===== config.mk =====
export PLATFORM = sky130hd
export DESIGN_NAME = ring_pattern_gen
export DESIGN_NICKNAME = d
export VERILOG_FILES = /design/src/rtl/ring_pattern_gen.sv
export SDC_FILE = /design/constraint.sdc
export NUM_CORES = 1
export LEC_CHECK = 0
export CAP_MARGIN = 10
export CELL_PAD_IN_SITES_DETAIL_PLACEMENT = 0
export CELL_PAD_IN_SITES_GLOBAL_PLACEMENT = 1
export CORE_MARGIN = 5
export CORE_UTILIZATION = 44
export CTS_CLUSTER_DIAMETER = 100
export DETAILED_ROUTE_END_ITERATION = 6
export GPL_TIMING_DRIVEN = 0
export PLACE_DENSITY_LB_ADDON = 0.12
export SKIP_LAST_GASP = 1
export SLEW_MARGIN = 5
export SYNTH_ARGS = -nofsm -noshare
export SYNTH_HDL_FRONTEND = slang
export SYNTH_SLANG_ARGS = --single-unit

===== constraint.sdc =====
create_clock -name clk -period 6.24 [get_ports clk]
set_clock_uncertainty 0.15 [all_clocks]
set_input_delay 1.248 -clock clk [delete_from_list [all_inputs] [get_ports clk]]
set_output_delay 1.248 -clock clk [all_outputs]
set_load 0.02 [all_outputs]

===== src/rtl/ring_pattern_gen.sv =====
// Ring/beep waveform generator: continuous tone, repeating bursts with gaps, or a single beep.
// Latency: 1 cycle from the en rising edge to the first clk_ring/busy update.
// Backpressure: none; free-running once started, en low aborts the run on the next edge.
module ring_pattern_gen #(
    parameter int CNT_W      = 27,
    parameter int PERIOD_DEF = 25_000_000,
    parameter int BURST_W    = 4
) (
    input  logic               clk,
    input  logic               reset,
    input  logic               en,
    input  logic [1:0]         mode,
    input  logic [CNT_W-1:0]   period,
    input  logic [CNT_W-1:0]   high_time,
    input  logic [BURST_W-1:0] burst_len,
    input  logic [BURST_W-1:0] gap_periods,
    output logic               clk_ring,
    output logic               busy,
    output logic               done
);

    localparam logic [1:0] MODE_OFF    = 2'b00;
    localparam logic [1:0] MODE_CONT   = 2'b01;
    localparam logic [1:0] MODE_BURST  = 2'b10;
    localparam logic [1:0] MODE_SINGLE = 2'b11;

    localparam logic [CNT_W-1:0]   PL_RST    = CNT_W'(PERIOD_DEF);
    localparam logic [CNT_W-1:0]   HL_RST    = CNT_W'(PERIOD_DEF / 2);
    localparam logic [CNT_W-1:0]   P_MIN     = CNT_W'(2);
    localparam logic [CNT_W-1:0]   CNT_ONE   = CNT_W'(1);
    localparam logic [BURST_W-1:0] BURST_ONE = BURST_W'(1);

    typedef enum logic [1:0] {
        ST_IDLE = 2'd0,
        ST_TONE = 2'd1,
        ST_GAP  = 2'd2
    } state_t;

    state_t             state_q, state_d;
    logic [CNT_W-1:0]   m_q, m_d;
    logic [CNT_W-1:0]   pl_q, pl_d;
    logic [CNT_W-1:0]   hl_q, hl_d;
    logic [BURST_W-1:0] pcnt_q, pcnt_d;
    logic [BURST_W-1:0] bl_q, bl_d;
    logic [BURST_W-1:0] gl_q, gl_d;
    logic [1:0]         model_q, model_d;
    logic               en_prev_q, en_prev_d;
    logic               armed_q, armed_d;
    logic               ring_q, ring_d;
    logic               busy_q, busy_d;
    logic               done_q, done_d;

    // Start qualification, clamped config and period/phase counter helpers.
    // armed_q blocks a start until en has been seen low since reset, so a level
    // held high across reset release never counts as a rising edge.
    logic               start;
    logic               wrap;
    logic               burst_end;
    logic               gap_end;
    logic [CNT_W-1:0]   m_inc;
    logic [BURST_W-1:0] pcnt_inc;
    logic [CNT_W-1:0]   p_clamp;
    logic [CNT_W-1:0]   h_clamp;
    logic [BURST_W-1:0] b_clamp;

    assign start     = (state_q == ST_IDLE) && en && !en_prev_q && armed_q && (mode != MODE_OFF);
    assign p_clamp   = (period < P_MIN) ? P_MIN : period;
    assign h_clamp   = (high_time > p_clamp) ? p_clamp : high_time;
    assign b_clamp   = (burst_len == '0) ? BURST_ONE : burst_len;
    assign wrap      = (m_q == (pl_q - CNT_ONE));
    assign m_inc     = wrap ? '0 : (m_q + CNT_ONE);
    assign pcnt_inc  = pcnt_q + BURST_ONE;
    assign burst_end = (pcnt_inc == bl_q);
    assign gap_end   = (pcnt_inc == gl_q);

    // State and datapath registers; reset clears outputs immediately.
    always_ff @(posedge clk or posedge reset) begin
        if (reset) begin
            state_q   <= ST_IDLE;
            m_q       <= '0;
            pcnt_q    <= '0;
            pl_q      <= PL_RST;
            hl_q      <= HL_RST;
            bl_q      <= BURST_ONE;
            gl_q      <= '0;
            model_q   <= MODE_OFF;
            en_prev_q <= 1'b0;
            armed_q   <= 1'b0;
            ring_q    <= 1'b0;
            busy_q    <= 1'b0;
            done_q    <= 1'b0;
        end else begin
            state_q   <= state_d;
            m_q       <= m_d;
            pcnt_q    <= pcnt_d;
            pl_q      <= pl_d;
            hl_q      <= hl_d;
            bl_q      <= bl_d;
            gl_q      <= gl_d;
            model_q   <= model_d;
            en_prev_q <= en_prev_d;
            armed_q   <= armed_d;
            ring_q    <= ring_d;
            busy_q    <= busy_d;
            done_q    <= done_d;
        end
    end

    // Next-state: abort on en low wins over any wrap-driven transition.
    always_comb begin
        state_d = state_q;
        case (state_q)
            ST_IDLE: begin
                if (start) begin
                    state_d = ST_TONE;
                end
            end
            ST_TONE: begin
                if (!en) begin
                    state_d = ST_IDLE;
                end else if (wrap) begin
                    if (model_q == MODE_SINGLE) begin
                        state_d = ST_IDLE;
                    end else if ((model_q == MODE_BURST) && burst_end && (gl_q != '0)) begin
                        state_d = ST_GAP;
                    end
                end
            end
            ST_GAP: begin
                if (!en) begin
                    state_d = ST_IDLE;
                end else if (wrap && gap_end) begin
                    state_d = ST_TONE;
                end
            end
            default: state_d = ST_IDLE;
        endcase
    end

    // Outputs and counters: clk_ring is precomputed from the next counter value so
    // the registered waveform is high for exactly Hl of every Pl cycles.
    always_comb begin
        m_d       = m_q;
        pcnt_d    = pcnt_q;
        pl_d      = pl_q;
        hl_d      = hl_q;
        bl_d      = bl_q;
        gl_d      = gl_q;
        model_d   = model_q;
        ring_d    = 1'b0;
        done_d    = 1'b0;
        busy_d    = (state_d != ST_IDLE);
        en_prev_d = en;
        armed_d   = armed_q | ~en;
        case (state_q)
            ST_IDLE: begin
                m_d    = '0;
                pcnt_d = '0;
                if (start) begin
                    pl_d    = p_clamp;
                    hl_d    = h_clamp;
                    bl_d    = b_clamp;
                    gl_d    = gap_periods;
                    model_d = mode;
                    ring_d  = (h_clamp != '0);
                end
            end
            ST_TONE: begin
                if (!en) begin
                    m_d    = '0;
                    pcnt_d = '0;
                end else begin
                    m_d    = m_inc;
                    ring_d = (m_inc < hl_q);
                    if (wrap) begin
                        case (model_q)
                            MODE_SINGLE: begin
                                ring_d = 1'b0;
                                done_d = 1'b1;
                            end
                            MODE_BURST: begin
                                if (burst_end) begin
                                    pcnt_d = '0;
                                    if (gl_q != '0) begin
                                        ring_d = 1'b0;
                                    end else begin
                                        done_d = 1'b1;
                                    end
                                end else begin
                                    pcnt_d = pcnt_inc;
                                end
                            end
                            MODE_CONT: ;
                            default: ;
                        endcase
                    end
                end
            end
            ST_GAP: begin
                if (!en) begin
                    m_d    = '0;
                    pcnt_d = '0;
                end else begin
                    m_d = m_inc;
                    if (wrap) begin
                        if (gap_end) begin
                            pcnt_d = '0;
                            done_d = 1'b1;
                            ring_d = (hl_q != '0);
                        end else begin
                            pcnt_d = pcnt_inc;
                        end
                    end
                end
            end
            default: begin
                m_d    = '0;
                pcnt_d = '0;
            end
        endcase
    end

    assign clk_ring = ring_q;
    assign busy     = busy_q;
    assign done     = done_q;

endmodule


==> results.cfg <==
[outcome]
status = completed

[yosys]
syn_area_mm2 = 0.007297
async_flop_share_pct = 100.0
seq_area_frac_synth_pct = 35.41
synth_flop_cell = dfrtp_1
synthCells = 860
synth.avg_cell_area_um2 = 8.485
synth_fp_nets = 987
ys_ff_latch = 102
synth_warnings = 0
synth_edf_count = 0
synth_cell_types = 60

[grt]
grt_pass1_wl_um = 33720
grt_max_degree = 69
grt_usage_pct = 21.65
antenna_found_initial = 0
grt-busiest-layer = met2
grt_pass1_vias = 6459
grt_overflow = 0
grtUsageMet3_pct = 2.414
grt.met2_usage_pct = 33.90
met1_usage_pct = 30.97

[die]
placementRows = 47
core_area_mm2 = 0.01641
initial_core_util_pct = 44.47
die_x_um = 138.8
die_height_um = 138.8
ios = 70
dieArea_mm2 = 0.01926

[timing]
slew_viol_final = 0
setup_viol = 0
rsz0062_at_grt = no
worst_pin_slew_ns = 0.9608
period_share_pct = 91.86
finalHoldViolCount = 0
setup_tns_ns = 0
fin_crit_ns = 5.732
max_slew_margin_pct = 35.36
timing.fmax_ghz = 0.1745

[clock_network]
clk_path_buf_depth = 2
cts-htree-levels = 3
cts_buffers = 9
cts_root_buffer = clkbuf_16
clock-sinks = 102
hold_buffers = 0
cts-resized-gates = 0
post_cts_buffers = 0
clk_pin_slew_ns = 0.07
clock_latency_ns = 0.35
cts_tree = yes

[setup_path]
cp-endpoint = clk_ring
cp.required_ns = 6.35
r2r-start = pl_q[0]
start_kind = register
path_max_fanout = 10
reg2reg_slack_ns = 0.51
crit_start = pl_q[0]
r2r-end = clk_ring
r2r_cells = 22
endpoint_kind = register
crit_arrival_ns = 5.84
path_class = reg -> reg

[finish]
stdcell_area_mm2 = 0.008582
nFillCells = 1484
drive_gt1_share_pct = 6.969
area_delta_synth_final_pct = 17.61
diodes = 0
nets = 1069

[detailed_routing]
first_pass_iters = 4
remaining_drc_errors = 0
drt_iter0_markers = 300
vias_per_cell = 5.572
final_antenna_net_count = 0
wl_per_cell_um = 18.04
vias = 6502
totalWireLength_um = 21060

[power]
powerDensity_mw_per_mm2 = 329.3
leakagePower_nw = 3.757
ir_drop_uv = 150.4

[placed_design]
dp_hpwl_um = 17740
placed_area_mm2 = 0.008293
io_buffers = 69
globalplace.congestion = 0.8662

[flow_run]
max_cap_viol_count = 0

[min_path]
min_path_type = reg -> reg
[metal layers]
| metal | up-vias | wire length (µm) |
|---|---|---|
| met2 | 172 | 9422 |
| met1 | 3090 | 10200 |
| li1 | 3205 | - |
| met4 | 0 | 670 |
| met5 | - | 0 |
| met3 | 35 | 769 |
[state kept, by name, summed over array words and instances, names as in the netlist]
| name | cells |
|---|---|
| clk_ring | 1 |
| pl_q | 27 |
| m_q | 27 |
| gl_q | 4 |
| bl_q | 4 |
| model_q | 2 |
| armed_q | 1 |
| busy | 1 |
| done | 1 |
| state_q | 2 |
| pcnt_q | 4 |
| hl_q | 27 |
| en_prev_q | 1 |
[worst max-delay path: stages (launching register included)]
cell       delay [ns]
dfrtp_1          0.48
inv_1            0.10
ha_1             0.17
nor2b_1          0.13
clkbuf_1         0.29
nand4_1          0.30
or4_1            0.48
o31ai_1          0.24
nand4_1          0.23
nor4_4           0.33
buf_2            0.31
buf_2            0.26
nor2_1           0.07
ha_1             0.18
a21o_1           0.17
a21o_1           0.18
a21oi_1          0.16
nor2_1           0.06
a2111oi_0        0.50
o221ai_1         0.22
nand2b_1         0.19
a41o_1           0.24
o21ai_1          0.19
[placed cells by master, fill, tap and decap left out, drive strengths merged, types with 26 or more instances in the layout]
cell            n
inv            67
o21ai          76
ha             60
nor2           78
dfrtp          77
xor2           26
nor4           33
clkdlybuf4s50  69
nor2b          27
a21oi          47
xnor2          41
nand2          81
clkbuf         38
nor3           31
[synthesized netlist by cell type, types with 4 or more instances]
| library cell | n | area, µm² |
|---|---|---|
| nand2_1 | 81 | 304.0 |
| nor2_1 | 78 | 292.8 |
| dfrtp_1 | 77 | 1927 |
| o21ai_0 | 71 | 355.3 |
| inv_1 | 63 | 236.5 |
| ha_1 | 60 | 750.7 |
| a21oi_1 | 47 | 235.2 |
| xnor2_1 | 41 | 359.1 |
| nor3_1 | 30 | 150.1 |
| nor4_1 | 29 | 181.4 |
| clkbuf_1 | 28 | 105.1 |
| nor2b_1 | 27 | 168.9 |
| xor2_1 | 26 | 227.7 |
| dfstp_2 | 25 | 656.9 |
| nand3_1 | 23 | 115.1 |
| nand4_1 | 20 | 125.1 |
| a21o_1 | 16 | 120.1 |
| and3_1 | 11 | 68.82 |
| mux2_2 | 10 | 112.6 |
| or3_1 | 7 | 43.79 |
| nand2b_1 | 5 | 31.28 |
| o21ai_1 | 5 | 25.02 |
| o31ai_1 | 5 | 37.54 |
| a211oi_1 | 4 | 30.03 |
| and2_1 | 4 | 25.02 |
| buf_2 | 4 | 20.02 |
| nor3b_1 | 4 | 30.03 |
| nor4_4 | 4 | 85.08 |
| o21a_1 | 4 | 30.03 |
| or4_1 | 4 | 30.03 |
[metrics by stage]
step | total power, mW | instances | utilization (%) | setup slack [ns] | hold WS (ns)
6_report | 2.826 | 1167 | 52.31 | 0.5080 | 0.3283
5_1_grt | 3.025 | 1167 | 52.31 | 0.1665 | 0.3680
4_1_cts | 2.832 | 1166 | 52.26 | 0.2270 | 0.3302
3_5_place_dp | 2.290 | 1150 | 50.55 | 0.2551 | 0.3092
3_3_place_gp | 2.233 | 1149 | 50.36 | 0.3520 | 0.2975
2_1_floorplan | 1.884 | 860 | - | 1.552 | 0.2764
[area by class of cell]
| cell class | count | area, µm² | share of cell area [%] |
|---|---|---|---|
| clock inverters | 6 | 52.55 | 0.6123 |
| flip-flops and latches | 102 | 2584 | 30.11 |
| inverters | 63 | 239.0 | 2.785 |
| well taps | 220 | 275.3 | 3.207 |
| multi-input cells | 662 | 4340 | 50.58 |
| plain buffers | 33 | 136.4 | 1.589 |
| repair buffers | 71 | 725.7 | 8.456 |
| clock buffers | 10 | 229.0 | 2.668 |
[worst min path at each step]
stage / start / cells past startpoint / to / slack [ns]
after detailed placement: armed_q / 1 / armed_q / 0.31
after floorplan: armed_q / 1 / armed_q / 0.28
final: armed_q / 1 / armed_q / 0.33
after global placement: armed_q / 1 / armed_q / 0.30
after CTS: armed_q / 1 / armed_q / 0.33
after global routing: pcnt_q[3] / 2 / pcnt_q[3] / 0.37
[logic make-up (layout without fill, tap and decap cells)]
group	after synthesis	count (layout)	share of synthesized area (%)
fa+ha+maj	60	60	10.29
compound gates	182	182	14.99
mux	12	12	1.818
flops	102	102	35.41
simple gates	341	341	24.35
xor+xnor	67	67	8.042
buf+inv	96	183	5.110
[where the power goes]
part | internal (mW) | switching [mW]
logic | 0.464 | 0.612
registers | 0.919 | 0.289
clock network | 0.278 | 0.263
Note: power is estimated with default switching activity, not from simulation.
